<file path="src/rtl/serial_parity_pkg.sv">
// Shared types for the serial parity framer: frame FSM states and mode encodings.
package serial_parity_pkg;

   typedef enum logic [1:0] {
      StData,
      StGenPar,
      StChkPar
   } state_e;

   localparam logic MODE_GEN = 1'b0;
   localparam logic MODE_CHK = 1'b1;

endpackage

</file>
<file path="src/rtl/sat_counter.sv">
// Saturating up-counter with synchronous clear; holds at all-ones.
module sat_counter #(
   parameter int unsigned Width = 8
) (
   input  logic             clk_i,
   input  logic             rst_i,
   input  logic             clr_i,
   input  logic             inc_i,
   output logic [Width-1:0] count_o
);

   logic [Width-1:0] count_d, count_q;

   always_comb begin
      count_d = count_q;
      if (clr_i) begin
         count_d = '0;
      end else if (inc_i && (count_q != {Width{1'b1}})) begin
         count_d = count_q + Width'(1);
      end
   end

   always_ff @(posedge clk_i or posedge rst_i) begin
      if (rst_i) begin
         count_q <= '0;
      end else begin
         count_q <= count_d;
      end
   end

   assign count_o = count_q;

endmodule

</file>
<file path="src/rtl/serial_parity_framer.sv">
// Serial parity framer: forwards DATA_W-bit frames and either appends a parity bit
// (generate) or consumes and verifies a trailing parity bit (check).
module serial_parity_framer
   import serial_parity_pkg::*;
#(
   parameter int unsigned DATA_W = 8,
   parameter bit          ODD    = 1'b0,
   parameter int unsigned ERR_W  = 8
) (
   input  logic             clk,
   input  logic             rst,
   input  logic             clr,
   input  logic             mode,
   input  logic             x,
   input  logic             x_valid,
   output logic             x_ready,
   output logic             z,
   output logic             out_bit,
   output logic             out_valid,
   output logic             frame_end,
   output logic             par_err,
   output logic [ERR_W-1:0] err_count
);

   localparam int unsigned CNT_W = $clog2(DATA_W + 1);

   state_e           state_d, state_q;
   logic [CNT_W-1:0] bit_cnt_d, bit_cnt_q;
   logic             acc_d, acc_q;
   logic             mode_d, mode_q;
   logic             out_bit_d, out_bit_q;
   logic             out_valid_d, out_valid_q;
   logic             frame_end_d, frame_end_q;
   logic             par_err_d, par_err_q;
   logic             err_inc;
   logic             accept;
   logic             mode_eff;

   assign x_ready = (state_q != StGenPar);
   assign accept  = x_valid && x_ready;
   // With DATA_W = 1 the first bit is also the last, so use the live mode there.
   assign mode_eff = (bit_cnt_q == '0) ? mode : mode_q;

   always_comb begin
      state_d     = state_q;
      bit_cnt_d   = bit_cnt_q;
      acc_d       = acc_q;
      mode_d      = mode_q;
      out_bit_d   = out_bit_q;
      out_valid_d = 1'b0;
      frame_end_d = 1'b0;
      par_err_d   = 1'b0;
      err_inc     = 1'b0;

      if (clr) begin
         state_d   = StData;
         bit_cnt_d = '0;
         acc_d     = 1'b0;
      end else begin
         unique case (state_q)
            StData: begin
               if (accept) begin
                  mode_d      = mode_eff;
                  acc_d       = acc_q ^ x;
                  out_bit_d   = x;
                  out_valid_d = 1'b1;
                  if (bit_cnt_q == CNT_W'(DATA_W - 1)) begin
                     bit_cnt_d = '0;
                     state_d   = (mode_eff == MODE_CHK) ? StChkPar : StGenPar;
                  end else begin
                     bit_cnt_d = bit_cnt_q + CNT_W'(1);
                  end
               end
            end
            StGenPar: begin
               out_bit_d   = acc_q ^ ODD;
               out_valid_d = 1'b1;
               frame_end_d = 1'b1;
               acc_d       = 1'b0;
               state_d     = StData;
            end
            StChkPar: begin
               if (accept) begin
                  frame_end_d = 1'b1;
                  par_err_d   = (x != (acc_q ^ ODD));
                  err_inc     = par_err_d;
                  acc_d       = 1'b0;
                  state_d     = StData;
               end
            end
            default: state_d = StData;
         endcase
      end
   end

   always_ff @(posedge clk or posedge rst) begin
      if (rst) begin
         state_q     <= StData;
         bit_cnt_q   <= '0;
         acc_q       <= 1'b0;
         mode_q      <= 1'b0;
         out_bit_q   <= 1'b0;
         out_valid_q <= 1'b0;
         frame_end_q <= 1'b0;
         par_err_q   <= 1'b0;
      end else begin
         state_q     <= state_d;
         bit_cnt_q   <= bit_cnt_d;
         acc_q       <= acc_d;
         mode_q      <= mode_d;
         out_bit_q   <= out_bit_d;
         out_valid_q <= out_valid_d;
         frame_end_q <= frame_end_d;
         par_err_q   <= par_err_d;
      end
   end

   sat_counter #(
      .Width(ERR_W)
   ) u_err_cnt (
      .clk_i  (clk),
      .rst_i  (rst),
      .clr_i  (clr),
      .inc_i  (err_inc),
      .count_o(err_count)
   );

   assign z         = acc_q ^ ODD;
   assign out_bit   = out_bit_q;
   assign out_valid = out_valid_q;
   assign frame_end = frame_end_q;
   assign par_err   = par_err_q;

endmodule

</file>
<file path="config.mk">
export PLATFORM = sky130hd
export DESIGN_NAME = serial_parity_framer
export DESIGN_NICKNAME = d
export VERILOG_FILES = /design/src/rtl/serial_parity_pkg.sv /design/src/rtl/sat_counter.sv /design/src/rtl/serial_parity_framer.sv
export SDC_FILE = /design/constraint.sdc
export NUM_CORES = 1
export LEC_CHECK = 0
export CORE_ASPECT_RATIO = 0.6
export CORE_MARGIN = 2
export CORE_UTILIZATION = 35
export DETAILED_ROUTE_END_ITERATION = 8
export SLEW_MARGIN = 25
export SYNTH_ARGS = -nofsm -noshare
export SYNTH_HDL_FRONTEND = slang
export SYNTH_HIERARCHICAL = 1
export SYNTH_SLANG_ARGS = --single-unit
</file>
<file path="constraint.sdc">
create_clock -name clk -period 4.8 [get_ports clk]
set_clock_uncertainty 0.05 [all_clocks]
set_input_delay 0.96 -clock clk [delete_from_list [all_inputs] [get_ports clk]]
set_output_delay 0.96 -clock clk [all_outputs]
set_load 0.05 [all_outputs]
</file>
## After elaboration in Yosys (flattened, before gate mapping)

Index checks and enable logic that the tools add are counted.

- Add/sub/neg operators: 2
- Equality and inequality tests: 10
- Mux-type cells: 27
- Bitwise operators: 2
- Reductions and logical operators: 14

Operator list:

| kind | count |
|---|---|
| $mux 4 | 4 |
| $mux 8 | 2 |
| $reduce_and 3->1 | 4 |
| $mux 1 | 11 |
| $mux 2 | 5 |
| $ne 3x3->1 const B | 3 |
| $add 8x1->8 const B | 1 |
| $ne 8x8->1 const B | 1 |
| $reduce_bool 2->1 | 4 |
| $pmux 1 s2 | 3 |
| $add 4x1->4 const B | 1 |
| $eq 4x3->1 const B | 1 |
| $logic_not 4->1 | 1 |
| $pmux 2 s2 | 1 |
| $reduce_bool 4->1 | 1 |
| $pmux 1 s3 | 1 |
| $eq 2x1->1 const B | 1 |
| $eq 2x2->1 const B | 1 |
| $logic_and 1x1->1 | 2 |
| $logic_not 2->1 | 1 |
| $ne 2x1->1 const B | 1 |
| $ne 2x2->1 const B | 1 |
| $reduce_and 2->1 | 1 |
| $ne 1x1->1 | 1 |
| other kinds (2) | 2 |

- Register bits after elaboration: 20
- Bits of input ports: 6
- Output and inout port bits: 14
- Word-level logic and storage cells: 64

## Logic depth before layout (Yosys ltp)

Gate-level depths: netlist of the first run.

- Depth in word-level cells: 8
- Mapped depth: 8
- Depth with buffers taken out: 8

## Hierarchy

The synthesis of the first run kept the hierarchy.

By module, submodules not included:

| module | times used | cells an instance | area each (um^2) | sequential area each (um^2) |
|---|---|---|---|---|
| serial_parity_framer | 1 | 76 | 742.0 | 300.3 |
| sat_counter | 1 | 49 | 504.2 | 200.2 |

## Worst setup path before layout of the first run

Ideal clock, no wire load.

- Kind: input to register
- Start point: input clr
- End point: register u_err_cnt.count_q[5], in the netlist u_err_cnt/count_o[5]
- Setup time: 125 ps
- Data arrival time: 2210 ps
- Required time: 4625 ps
- Setup slack: 2415 ps
- Stages on the path: 6
- Path buffers: 0
- Cell sequence: nor2_1 nand3_1 a21oi_1 nand4_1 a211oi_2 mux2_4

- Longest elaborated chain between the ends: 3
- Elaborated cells between the ends (all ways): 4
- Those cells by class: 2 x mux; 2 x reduce/logical

RTL lines:

| what | line | text |
|---|---|---|
| start, declared | serial_parity_framer.sv:12 | `input logic clr,` |
| $mux 1 | serial_parity_framer.sv:55 | `if (clr) begin` |
| via err_inc | serial_parity_framer.sv:35 | `logic err_inc;` |
| $logic_and 1x1->1 | sat_counter.sv:18 | `end else if (inc_i && (count_q != {Width{1'b1}})) begin` |
| $reduce_bool 2->1 (no source line) | -- |  |
| end signal, assigned | sat_counter.sv:27 | `count_q <= count_d;` |
| end, declared | sat_counter.sv:12 | `logic [Width-1:0] count_d, count_q;` |

The timed path passes the listed nets, and every way through them passes these cells.
A chain may end at the register's enable or synchronous reset.

## Final worst setup path of the first run

Same ends and word-level chain as after synthesis.

==> flow_metrics.py, run 1 <==
metrics = {
    "clock_tree": {
        "cts_hold_buffers": 0,
        "cts_inserted_buffers": 3,
        "cts_setup_buffers": 0,
        "clk_latency_ps": 260,
        "htreeDepth": 1,
        "cts-root-buf": "clkbuf_8",
        "cts_max_path_buffers": 2,
        "cts_tree": "yes",
        "ctsResizeCount": 0,
        "clkSinkCount": 20,
        "path_clk_slew_ps": 70,
    },
    "place": {
        "dp_cells": 187,
        "dpl-instance-area_um2": 1481,
        "gp_congestion": 0.7834,
        "io_buffers": 19,
        "dp_hpwl_mm": 2.068,
    },
    "final_layout": {
        "stdcell_count": 191,
        "fillers": 317,
        "n_antenna_cell": 0,
        "syn_to_final_growth_pct": 23.29,
        "multiInputGateArea_um2": 696.9,
        "fin_area_um2": 1536,
        "nets": 161,
        "regArea_um2": 500.5,
        "drive_above_1_share": 0.1164,
    },
    "synthesis": {
        "yosysSeqAreaShare": 0.4016,
        "synth_commonest_cells": "dfrtp_1, nor2_1, a21oi_1, ha_1, nand2_1",
        "synth_cell_types": 43,
        "ys_warn_count": 6,
        "yosys_register_bits": 20,
        "synthTopCellsByArea": "dfrtp_1, ha_1, mux2_4",
        "async_flop_share": 1.000,
        "syn_inst": 125,
        "ys.flop_type": "dfrtp_1",
        "post-synth-top-area-cell": "dfrtp_1",
        "synth_nets": 139,
        "synth.most_common_cell": "dfrtp_1",
        "synth_area_per_cell_um2": 9.970,
        "synth_edf_count": 0,
        "syn_area_um2": 1246,
        "synth_top_area_share": 0.4016,
    },
    "detailed_routing": {
        "drtIter0Drc": 68,
        "drt-wirelength-per-cell_um": 14.36,
        "via_count": 1013,
        "viasPerCell": 5.304,
        "drt-total-wl_mm": 2.743,
        "drcViolationCount": 0,
        "drt-pass1-iter-count": 4,
        "ant_nets": 0,
    },
    "floorplan": {
        "core_um2": 3323,
        "start_util": 0.3750,
        "pin_count": 20,
        "dieArea_um2": 4070,
        "dieHeight_um": 50.22,
        "die_w_um": 81.04,
        "rows": 16,
    },
    "global_route": {
        "busiest_layer": "met1",
        "track_usage": 0.1522,
        "antenna_found_initial": 0,
        "grt_pass1_wl_mm": 4.705,
        "grt_util_met1": 0.2427,
        "gr-usage-met3": 0.04676,
        "grtUsageMet2": 0.1873,
        "grt_pass1_vias": 939,
        "grt_max_degree": 26,
        "globalRouteOverflowTotal": 0,
    },
    "critical_path": {
        "endpoint_kind": "flip-flop",
        "cp.arrival_ps": 3060,
        "cp_max_fo": 25,
        "worst-path-buf-inv": 2,
        "cpPeakStageDelay_ps": 390,
        "path_cells": "clkdlybuf4s50_1 > buf_4 > nor2_1 > nand3_1 > a21oi_1 > nand4_1 > a211oi_2 > mux2_4",
        "slowest_stage": "clkdlybuf4s50_1",
        "path_class": "in -> reg",
        "cp.required_ps": 4900,
        "critPathTopFamily": "compound AO/OA/AOI/OAI gates",
        "cp-start-kind": "primary input",
    },
    "hold_path": {
        "hp-class": "reg -> reg",
    },
    "sta": {
        "layout_min_cycle_time_ps": 2965,
        "setup_tns_ps": 0,
        "setup_viol": 0,
        "timing.fmax_mhz": 337.3,
        "rsz0062_at_grt": "no",
        "hold_viol": 0,
        "whs_ps": 468.3,
        "slew_headroom": 0.6632,
        "slew_viol_final": 0,
        "min_period_over_period": 0.6177,
        "tightest_slew_ps": 503.6,
    },
    "power_and_ir_drop": {
        "switching_share": 0.3649,
        "p_leak_uw": 0.0006690,
        "power_frac_seq": 0.390,
        "powerDensity_nw_per_um2": 345.5,
        "switching_power_uw": 193.7,
        "ir_drop_uv": 183.8,
        "p_int_uw": 337.2,
        "clockPowerShare": 0.245,
        "pwr-share-comb": 0.365,
    },
    "outcome": {
        "status": "finished clean",
    },
    "run": {
        "max_cap_violations": 0,
    },
}
-- registers in the layout, summed over array words and instances, names as in the netlist --
name / cells
mode_q: 1
par_err: 1
bit_cnt_q: 4
u_err_cnt/count_o: 8
z: 1
out_valid: 1
out_bit: 1
state_q: 2
frame_end: 1
-- per-layer routing --
layer	vias to the layer above	wire length, um
met5	-	0
met4	0	21
met3	2	171
met1	479	1464
li1	496	-
met2	36	1086
-- worst reg2reg max path, stage by stage, from the launching register on --
cell and delay, ps:
dfrtp_1 360, inv_1 100, ha_1 290, nor2_1 190, nand3_1 100, a21oi_1 330, nand4_1 250, a211oi_2 290
mux2_4 320
-- layout make-up --
type,instances,share of cell area
inverter,8,0.01954
timing repair buffer,20,0.1287
sequential,20,0.3257
clock buffer,4,0.03583
tap,45,0.03665
multi-input combinational,94,0.4536
-- final timing paths --
| check | from | end | slack [ps] | cells past startpoint |
|---|---|---|---|---|
| max | clr | u_err_cnt/count_o[5]$_DFFE_PP0P_ | 1840 | 8 |
| min | out_bit$_DFFE_PP0P_ | out_bit$_DFFE_PP0P_ | 470 | 2 |
| max reg2reg | state_q[1]$_DFFE_PP0P_ | u_err_cnt/count_o[5]$_DFFE_PP0P_ | 2400 | 8 |
| min reg2reg | out_bit$_DFFE_PP0P_ | out_bit$_DFFE_PP0P_ | 470 | 2 |
| max in group asynchronous | rst | state_q[0]$_DFFE_PP0P_ | 3380 | 2 |
| min in group asynchronous | rst | u_err_cnt/count_o[0]$_DFFE_PP0P_ | 940 | 2 |
-- cell families after synthesis --
| group | Yosys count | share of synthesized area |
|---|---|---|
| AO/OA/AOI/OAI | 23 | 0.1295 |
| XOR/XNOR | 1 | 0.007029 |
| adder cells (fa/ha/maj) | 8 | 0.08032 |
| buffers and inverters | 11 | 0.03916 |
| flip-flops | 20 | 0.4016 |
| multiplexers | 10 | 0.09840 |
| AND/OR/NAND/NOR | 52 | 0.2440 |
-- power by group through the flow --
stage	logic (uW)	clock network (uW)	registers, uW
2_1_floorplan	102	0	243
3_3_place_gp	188	0	209
3_5_place_dp	191	0	211
4_1_cts	192	133	207
5_1_grt	211	144	212
6_report	194	130	207
-- stage by stage --
| step | total power [uW] | utilization | setup slack (ps) |
|---|---|---|---|
| floorplan | 344.4 | - | 2415 |
| global placement | 396.6 | 0.4458 | 1690 |
| detailed placement | 401.6 | 0.4458 | 1605 |
| CTS | 532.8 | 0.4623 | 1861 |
| global route | 566.5 | 0.4623 | 1701 |
| finish | 530.9 | 0.4623 | 1835 |
-- layout by cell type (no fill, tap or decap), types with 2 or more instances in the layout --
cell	netlist	layout
o21bai_1	2	2
clkdlybuf4s50_1	0	19
mux2_4	4	4
a21oi_2	2	2
mux2_1	2	2
mux2i_1	4	4
dfrtp_1	20	20
nor3_1	3	3
a21oi_1	8	8
o21ai_1	3	3
ha_1	8	8
or3_1	2	2
nand2_1	8	8
nand2b_1	4	4
clkbuf_8	0	4
nor2_1	9	9
inv_1	7	7
nand4_1	3	3
nand3_1	6	6
nor2b_1	4	4
Power figures use the tool's default switching activity.
==> run 2: changes to the inputs <==
Clock period 4.8 ns to 2.7 ns, I/O delays scaled along.
==> run 2 against run 1 <==
Net effect: first-iteration DRC count down 56%; total power up 91%; global-route usage down 0.93 points; final cell count up 0.52%; largest cell class unchanged; highest routed layer unchanged; wire length down 2.8%.
==> flow_metrics.py, run 2 (synthesis gave the netlist of run 1 again) <==
metrics = {
    "power_and_ir_drop": {
        "power_frac_seq": 0.363,
        "powerDensity_nw_per_um2": 648.3,
        "p_total_uw": 1012,
        "p_int_uw": 668.0,
        "pwr-share-comb": 0.337,
        "clockPowerShare": 0.300,
        "switching_share": 0.3396,
        "ir_drop_uv": 366.7,
        "p_leak_uw": 0.0006814,
        "switching_power_uw": 343.5,
    },
    "global_route": {
        "track_usage": 0.1429,
        "grt_pass1_vias": 870,
        "grt_pass1_wl_mm": 4.264,
        "grt_max_degree": 25,
        "antenna_found_initial": 0,
        "globalRouteOverflowTotal": 0,
    },
    "clock_tree": {
        "htreeDepth": 1,
        "cts_tree": "yes",
        "cts-root-buf": "clkbuf_8",
        "clkSinkCount": 20,
        "cts_inserted_buffers": 3,
        "clk_latency_ps": 260,
        "cts_max_path_buffers": 2,
        "cts_setup_buffers": 0,
        "cts_hold_buffers": 0,
        "path_clk_slew_ps": 80,
        "ctsResizeCount": 0,
    },
    "detailed_routing": {
        "via_count": 978,
        "drt-total-wl_mm": 2.665,
        "ant_nets": 0,
        "drt-pass1-iter-count": 4,
        "drcViolationCount": 0,
        "drt-wirelength-per-cell_um": 13.88,
        "viasPerCell": 5.094,
        "drtIter0Drc": 30,
    },
    "critical_path": {
        "crit_cells": 3,
        "path_class": "reg -> out",
        "cp.arrival_ps": 1880,
        "worst-path-buf-inv": 2,
        "endpoint_kind": "output pin",
        "r2r_start": "state_q[0]$_DFFE_PP0P_",
        "critPathTopFamily": "buffers and inverters",
        "reg2reg_to": "u_err_cnt/count_o[5]$_DFFE_PP0P_",
        "cp-start-kind": "flip-flop",
        "cpPeakStageDelay_ps": 790,
        "cp_max_fo": 5,
        "r2r_slack_ps": 560,
        "cp.required_ps": 2110,
        "slowest_stage": "clkdlybuf4s50_1",
        "cp-startpoint": "state_q[0]$_DFFE_PP0P_",
        "cp-endpoint": "x_ready",
        "path_cells": "ha_1 > inv_2 > clkdlybuf4s50_1",
        "worstRegToRegCells": 7,
    },
    "final_layout": {
        "largest_register_ffs": 8,
        "nets": 162,
        "n_antenna_cell": 0,
        "drive_above_1_share": 0.1224,
        "layout_commonest_cell": "dfrtp_1",
        "syn_to_final_growth_pct": 25.20,
        "final_cell_mix": "dfrtp_1, clkdlybuf4s50_1, nor2_1",
    },
    "sta": {
        "hold_viol": 0,
        "slew_headroom": 0.6659,
        "setup_viol": 0,
        "timing.fmax_mhz": 404.7,
        "layout_min_cycle_time_ps": 2471,
        "tightest_slew_ps": 499.5,
        "rsz0062_at_grt": "no",
        "slew_viol_final": 0,
        "setup_tns_ps": 0,
        "min_period_over_period": 0.9152,
    },
    "floorplan": {
        "start_util": 0.3750,
        "pin_count": 20,
        "dieHeight_um": 50.22,
        "rows": 16,
        "dieArea_um2": 4070,
        "die_w_um": 81.04,
        "core_um2": 3323,
    },
    "hold_path": {
        "hp-class": "reg -> reg",
    },
    "run": {
        "max_cap_violations": 0,
    },
    "place": {
        "io_buffers": 19,
        "gp_congestion": 0.8386,
        "dp_hpwl_mm": 2.052,
    },
    "outcome": {
        "status": "finished clean",
    },
}
run 2: cell count changes in the layout (fill, tap and decap cells not counted):
cell	change
buf_4	+1
bufinv_16	+1
clkbuf_8	-1
run 2: worst register-to-register path: stages, from the launching register on:
cell and delay (ps):
dfrtp_1 440, ha_1 300, nor2_1 150, nand3_1 100, a21oi_1 180, nand4_1 220, a211oi_2 280, mux2_4 320
run 2: cell type report:
class                      count  area, um2
clock buffer                   3      41.29
clock inverter                 1      30.03
fill                         322       1763
inverter                       8      30.03
multi-input combinational     94      696.9
sequential                    20      500.5
tap                           45      56.30
timing repair buffer          21      205.2
run 2: routing by layer:
| layer | vias to the layer above | part of all wire | track usage |
|---|---|---|---|
| met1 | 461 | 0.56 | 0.2256 |
| li1 | 492 | - | - |
| met2 | 20 | 0.38 | 0.1791 |
| met5 | - | 0 | 0 |
| met4 | 0 | 0.0098 | 0.04237 |
| met3 | 5 | 0.047 | 0.04496 |
run 2: worst min-delay path by stage:
stage,startpoint,endpoint,slack [ps],cells after the start
after floorplan,rst,u_err_cnt/count_o[0]$_DFFE_PP0P_,310,1
after global placement,out_bit$_DFFE_PP0P_,out_bit$_DFFE_PP0P_,430,2
after detailed placement,mode_q$_DFFE_PP0P_,mode_q$_DFFE_PP0P_,430,1
after CTS,mode_q$_DFFE_PP0P_,mode_q$_DFFE_PP0P_,450,1
after global routing,mode_q$_DFFE_PP0P_,mode_q$_DFFE_PP0P_,500,1
final,mode_q$_DFFE_PP0P_,mode_q$_DFFE_PP0P_,460,1
run 2: metrics by stage:
stage	utilization	instance area, um2	instances	setup slack [ps]	hold WS (ps)
floorplan	-	1246	125	613.5	305.7
global placement	0.4480	1489	188	381.8	425.3
detailed placement	0.4480	1489	188	314.7	431.1
CTS	0.4695	1560	192	218.8	449.3
global route	0.4695	1560	192	146.7	498.9
finish	0.4695	1560	192	229.1	458.1
run 2: power groups by stage:
stage | Combinational [uW] | Sequential (uW) | Clock (uW)
2_1_floorplan | 181 | 432 | 0
3_3_place_gp | 338 | 371 | 0
3_5_place_dp | 338 | 372 | 0
4_1_cts | 341 | 367 | 311
5_1_grt | 369 | 372 | 324
6_report | 341 | 367 | 304
